$ cat src/rtl/fifo_write_packer.sv
// fifo_write_packer
//   Packs a little-endian byte stream (valid/ready/last) into DATA_WIDTH words and writes
//   each complete or end-of-packet word into a downstream FIFO, stalling on fifo_full_i.
//
//   Optional feature macro: FWP_LEN_TRAILER_EN
//     When defined, every packet is followed by one extra word holding the zero-extended,
//     saturating byte count of that packet.
//
// Ports
//   clock_i               sole clock
//   reset_i               asynchronous, active-high reset
//   s_tdata_i             input byte
//   s_tvalid_i            byte valid
//   s_tready_o            byte accepted when s_tvalid_i & s_tready_o
//   s_tlast_i             byte is last of packet
//   fifo_clock_o          pass-through of clock_i
//   fifo_reset_o          pass-through of reset_i
//   fifo_wr_data_o        word to write
//   fifo_wr_en_o          write strobe, never high while fifo_full_i
//   fifo_full_i           FIFO full
//   fifo_almost_full_i    reserved, unused
//   fifo_wr_data_count_i  reserved, unused
module fifo_write_packer #(
   parameter int unsigned DATA_WIDTH       = 32,
   parameter int unsigned DATA_COUNT_WIDTH = 1,
   parameter int unsigned LEN_WIDTH        = 16
) (
   input  logic                        clock_i,
   input  logic                        reset_i,
   input  logic [7:0]                  s_tdata_i,
   input  logic                        s_tvalid_i,
   output logic                        s_tready_o,
   input  logic                        s_tlast_i,
   output logic                        fifo_clock_o,
   output logic                        fifo_reset_o,
   output logic [DATA_WIDTH-1:0]       fifo_wr_data_o,
   output logic                        fifo_wr_en_o,
   input  logic                        fifo_full_i,
   input  logic                        fifo_almost_full_i,
   input  logic [DATA_COUNT_WIDTH-1:0] fifo_wr_data_count_i
);

   localparam int unsigned NumLanes = DATA_WIDTH / 8;
   localparam int unsigned LaneW    = $clog2(NumLanes);

   typedef enum logic [1:0] {
      StFill    = 2'd0,
      StWrite   = 2'd1
`ifdef FWP_LEN_TRAILER_EN
      ,
      StTrailer = 2'd2
`endif
   } state_e;

   state_e                  state_q;
   logic [LaneW-1:0]        lane_q;
   logic [DATA_WIDTH-1:0]   word_q;
   logic                    last_q;
   logic                    ready_q;
`ifdef FWP_LEN_TRAILER_EN
   logic [LEN_WIDTH-1:0]    len_q;
`endif

   logic accept;
   logic unused_inputs;

   assign accept         = s_tvalid_i & ready_q;
   assign s_tready_o     = ready_q;
   assign fifo_wr_data_o = word_q;
   // Any non-FILL state has a word waiting; the strobe follows full combinationally.
   assign fifo_wr_en_o   = (state_q != StFill) & ~fifo_full_i;
   assign fifo_clock_o   = clock_i;
   assign fifo_reset_o   = reset_i;
   assign unused_inputs  = fifo_almost_full_i ^ (^fifo_wr_data_count_i);

   always_ff @(posedge clock_i or posedge reset_i) begin
      if (reset_i) begin
         state_q <= StFill;
         lane_q  <= '0;
         word_q  <= '0;
         last_q  <= 1'b0;
         ready_q <= 1'b0;
`ifdef FWP_LEN_TRAILER_EN
         len_q   <= '0;
`endif
      end else begin
         unique case (state_q)
            StFill: begin
               // ready is low for the first clock after reset, then high throughout FILL
               ready_q <= 1'b1;
               if (accept) begin
                  word_q[8*lane_q +: 8] <= s_tdata_i;
`ifdef FWP_LEN_TRAILER_EN
                  if (len_q != {LEN_WIDTH{1'b1}}) begin
                     len_q <= len_q + 1'b1;
                  end
`endif
                  if ((lane_q == LaneW'(NumLanes - 1)) || s_tlast_i) begin
                     lane_q  <= '0;
                     last_q  <= s_tlast_i;
                     ready_q <= 1'b0;
                     state_q <= StWrite;
                  end else begin
                     lane_q <= lane_q + 1'b1;
                  end
               end
            end
            StWrite: begin
               if (!fifo_full_i) begin
                  last_q <= 1'b0;
`ifdef FWP_LEN_TRAILER_EN
                  if (last_q) begin
                     // Reuse the word register to present the length trailer.
                     word_q  <= DATA_WIDTH'(len_q);
                     state_q <= StTrailer;
                  end else begin
                     word_q  <= '0;
                     ready_q <= 1'b1;
                     state_q <= StFill;
                  end
`else
                  word_q  <= '0;
                  ready_q <= 1'b1;
                  state_q <= StFill;
`endif
               end
            end
`ifdef FWP_LEN_TRAILER_EN
            StTrailer: begin
               if (!fifo_full_i) begin
                  word_q  <= '0;
                  len_q   <= '0;
                  ready_q <= 1'b1;
                  state_q <= StFill;
               end
            end
`endif
            default: begin
               state_q <= StFill;
            end
         endcase
      end
   end

endmodule
$ cat config.mk
export PLATFORM = sky130hd
export DESIGN_NAME = fifo_write_packer
export DESIGN_NICKNAME = d
export VERILOG_FILES = /design/src/rtl/fifo_write_packer.sv
export SDC_FILE = /design/constraint.sdc
export NUM_CORES = 1
export LEC_CHECK = 0
export CORE_AREA = 2 2 83 53
export CTS_CLUSTER_SIZE = 8
export DETAILED_ROUTE_END_ITERATION = 12
export DIE_AREA = 0 0 85 55
export GPL_TIMING_DRIVEN = 0
export PLACE_DENSITY = 0.78
export SYNTH_ARGS = -nofsm -noshare
export SYNTH_HDL_FRONTEND = slang
export SYNTH_SLANG_ARGS = --single-unit
$ cat constraint.sdc
create_clock -name clock_i -period 2 [get_ports clock_i]
set_clock_uncertainty 0.05 [all_clocks]
set_input_delay 0.4 -clock clock_i [delete_from_list [all_inputs] [get_ports clock_i]]
set_output_delay 0.4 -clock clock_i [all_outputs]
set_load 0.005 [all_outputs]
[Yosys cells after proc, flatten, opt, wreduce, memory -nomap -nowiden]
Index checks and enable logic that the tools add are counted.
Cells by class
  add/sub/neg operators: 2
  eq/ne operators: 5
  shift-type cells: 2
  multiplexer cells: 13
  bitwise logic cells: 3
  reductions and logical operators: 8
Operators by type and width (number)
  2-to-1 mux 32 bit: 2
  one-hot mux 32 bit (2 select lines): 1
  negation 5 -> 34 bit: 1
  variable shift 8 x 34 -> 32 bit (first input constant): 1
  variable part select 8 x 34 -> 32 bit: 1
  bitwise mux 32 bit: 1
  2-to-1 mux 2 bit: 4
  != test 2 bit (second input constant): 3
  AND reduction 3 bit: 2
  one-hot mux 2 bit (2 select lines): 1
  AND reduction 2 bit: 2
  nonzero test 2 bit: 2
  2-to-1 mux 1 bit: 3
  adder 2 x 1 -> 2 bit (second input constant): 1
  bitwise AND 1 bit: 2
  equality test 2 x 1 -> 1 bit (second input constant): 1
  equality test 2 bit (second input constant): 1
  zero test 2 bit: 1
  one-hot mux 1 bit (2 select lines): 1
  logical OR 1 bit: 1
  NOT 1 bit: 1
Storage, ports and cells
  register bits: 37
  input port bits: 15
  output and inout bits: 36
  logic and storage cells: 37

[Logic depth before layout (Yosys ltp)]
  word-level depth: 5
  depth in mapped cells: 7
  depth with buffers taken out: 5

==> results.json <==
{
  "grt_pass1_wl_um": 6710,
  "p_leak_uw": 0.00124,
  "final_cell_mix": "clkdlybuf4s50_1 (46), dfrtp_1 (34), mux2_4 (24)",
  "status": "complete, no violations",
  "crit_chain": "clkbuf_8 > clkbuf_8 > buf_4 > clkdlybuf4s15_1",
  "placed_cells": 227,
  "synth_flop_cell": "dfrtp_1",
  "grt_max_degree": 37,
  "vias": 1262,
  "cap_violations": 0,
  "final_cells": 240,
  "power_uw": 2660,
  "hold_viol": 0,
  "ant_nets": 0,
  "synth_edf_count": 0,
  "wirelength_um": 4230,
  "hp-class": "in2async",
  "layout-drive-gt1-share": 0.274,
  "grt-ovfl-total": 0,
  "synth-seq-cells": 36,
  "clkTransAtPathRegs_ns": 0.07,
  "yosys_warnings": 0,
  "antenna_found_initial": 0,
  "synth-async-reset-ratio": 1.00,
  "worstPathArrival_ns": 1.53,
  "grt_use_total": 0.200,
  "die_w_um": 85,
  "pre_cts_slack_ns": -0.250,
  "via_per_inst": 5.26,
  "dieArea_um2": 4680,
  "ys_seq_area_frac": 0.500,
  "drc": 0,
  "area_growth_pct": 40.4,
  "setup_ws_ns": 0.0228,
  "crit_path_end_kind": "output port",
  "die_height_um": 55,
  "cts_tree": "built",
  "dr.pass1.iters": 4,
  "p_per_area_nw_per_um2": 1050,
  "clock_latency_ns": 0.39,
  "synth_cell_types": 26,
  "synth_area_um2": 1800,
  "grt_pass1_vias": 1314,
  "ir_worst_vdd_mv": 0.767,
  "rsz0062_at_grt": "false",
  "syn_nets": 150,
  "dr.first_iter.drc_count": 54,
  "cp_common_cell": "clkbuf_8",
  "slowest_delay_ns": 0.19,
  "synth_top_area_frac": 0.500,
  "worstMarginPinSlew_ns": 0.721,
  "worst_path_dominant_cell_family": "buffers and inverters",
  "max_slew_margin": 0.519,
  "path_buf_inv": 4,
  "dp_hpwl_um": 2990,
  "crit_path_max_fanout": 2,
  "fillers": 299,
  "gp_congestion": 0.868,
  "synthCells": 129,
  "nNetsFinal": 210,
  "synth_top_cell_by_area": "dfrtp_1",
  "wl_per_cell_um": 17.6,
  "multi_input_area_um2": 856,
  "initial_core_util": 0.457,
  "seqCellArea_um2": 903,
  "core_um2": 3940,
  "worstSetupPathType": "clk2out",
  "crit_slowest_cell": "clkdlybuf4s15_1",
  "cp.required_ns": 1.55,
  "yosys-top-cells-area": "dfrtp_1 (50%), mux2_4 (20%), and3_1 (5.6%), ha_1 (4.2%), a22o_1 (3.9%)",
  "antenna_cells": 0,
  "io_buffers": 48,
  "setup_viol": 0,
  "timing.hold.ws_ns": 0.430,
  "start_kind": "clock port",
  "finalSetupTns_ns": 0,
  "layout_commonest_cell": "clkdlybuf4s50_1",
  "io_pins": 51,
  "report.final.slew_viol_count": 0,
  "syn_avg_cell_area_um2": 14.0,
  "num_rows": 18
}
[stage by stage]
stage / utilization / area [um2]
after floorplan: - / 1800
after global placement: 0.595 / 2340
after detailed placement: 0.595 / 2340
after CTS: 0.642 / 2530
after global routing: 0.642 / 2530
final: 0.642 / 2530
[logic make-up (layout without fill, tap and decap cells)]
kind of cell             after synthesis  in the layout  synth area share
AND/OR/NAND/NOR                       36             36             0.144
flip-flops                            36             36             0.500
multiplexers                          24             24             0.200
AO/OA/AOI/OAI                         16             16            0.0695
buffers and inverters                 11             72            0.0445
adder cells (fa/ha/maj)                6              6            0.0417
[metal layers]
metal	vias up	GRT usage	wire [um]
li1	595	-	-
met1	610	0.269	2090
met2	49	0.298	1790
met3	8	0.0608	284
met4	0	0.0979	63
met5	-	0	0
[cell usage after synthesis (2+ instances only)]
cell and number:
buf_4 2, ha_1 6, a22o_1 8, o21ai_0 3, a21o_1 3, inv_1 3, dfrtp_1 36, nand3_1 2
and4_1 8, mux2_4 24, buf_6 4, and3_1 16
[report_power, final]
group / internal, uW / total, uW / leakage, uW / switching (uW)
registers: 854 / 949 / 0.000489 / 95.5
logic: 523 / 975 / 0.000670 / 452
clock network: 455 / 739 / 0.0000764 / 284
[path summary, 6_finish.rpt]
path	from	to	slack, ns	cells past startpoint
setup / recovery	clock_i	fifo_clock_o	0.02	4
hold / removal	reset_i	fifo_wr_data_o[21]	0.43	2
setup reg to reg	lane_q[0]	fifo_wr_data_o[31]	0.10	6
hold reg to reg	fifo_wr_data_o[25]	fifo_wr_data_o[25]	0.46	1
max in group asynchronous	reset_i	lane_q[0]	0.96	2
min in group clock_i	fifo_wr_data_o[25]	fifo_wr_data_o[25]	0.46	1
[state kept, by name, summed over array words and instances, names as in the netlist]
register,flops
state_q,1
s_tready_o,1
fifo_wr_data_o,32
lane_q,2
[cell type report]
cell class / instances / share of cell area
buffer: 8 / 0.0277
clock buffer: 12 / 0.0559
inverter: 3 / 0.00445
multi-input combinational: 82 / 0.338
sequential: 36 / 0.357
tap: 50 / 0.0247
timing repair buffer: 49 / 0.191
[timing repair]
action / CTS / global route
setup buffers: 2 / 0
gates cloned: 0 / 0
hold buffers: 0 / 0
endpoints found under the setup margin: 34 / 6
resized for setup: 13 / 1
pin swaps: 0 / 0
[worst reg2reg max path, cell delays in order, from the launching register on]
cell     delay, ns
dfrtp_2       0.36
inv_1         0.05
buf_2         0.18
ha_2          0.41
and2b_1       0.27
and3_1        0.21
mux2_4        0.26
Note: power is estimated with default switching activity, not from simulation.
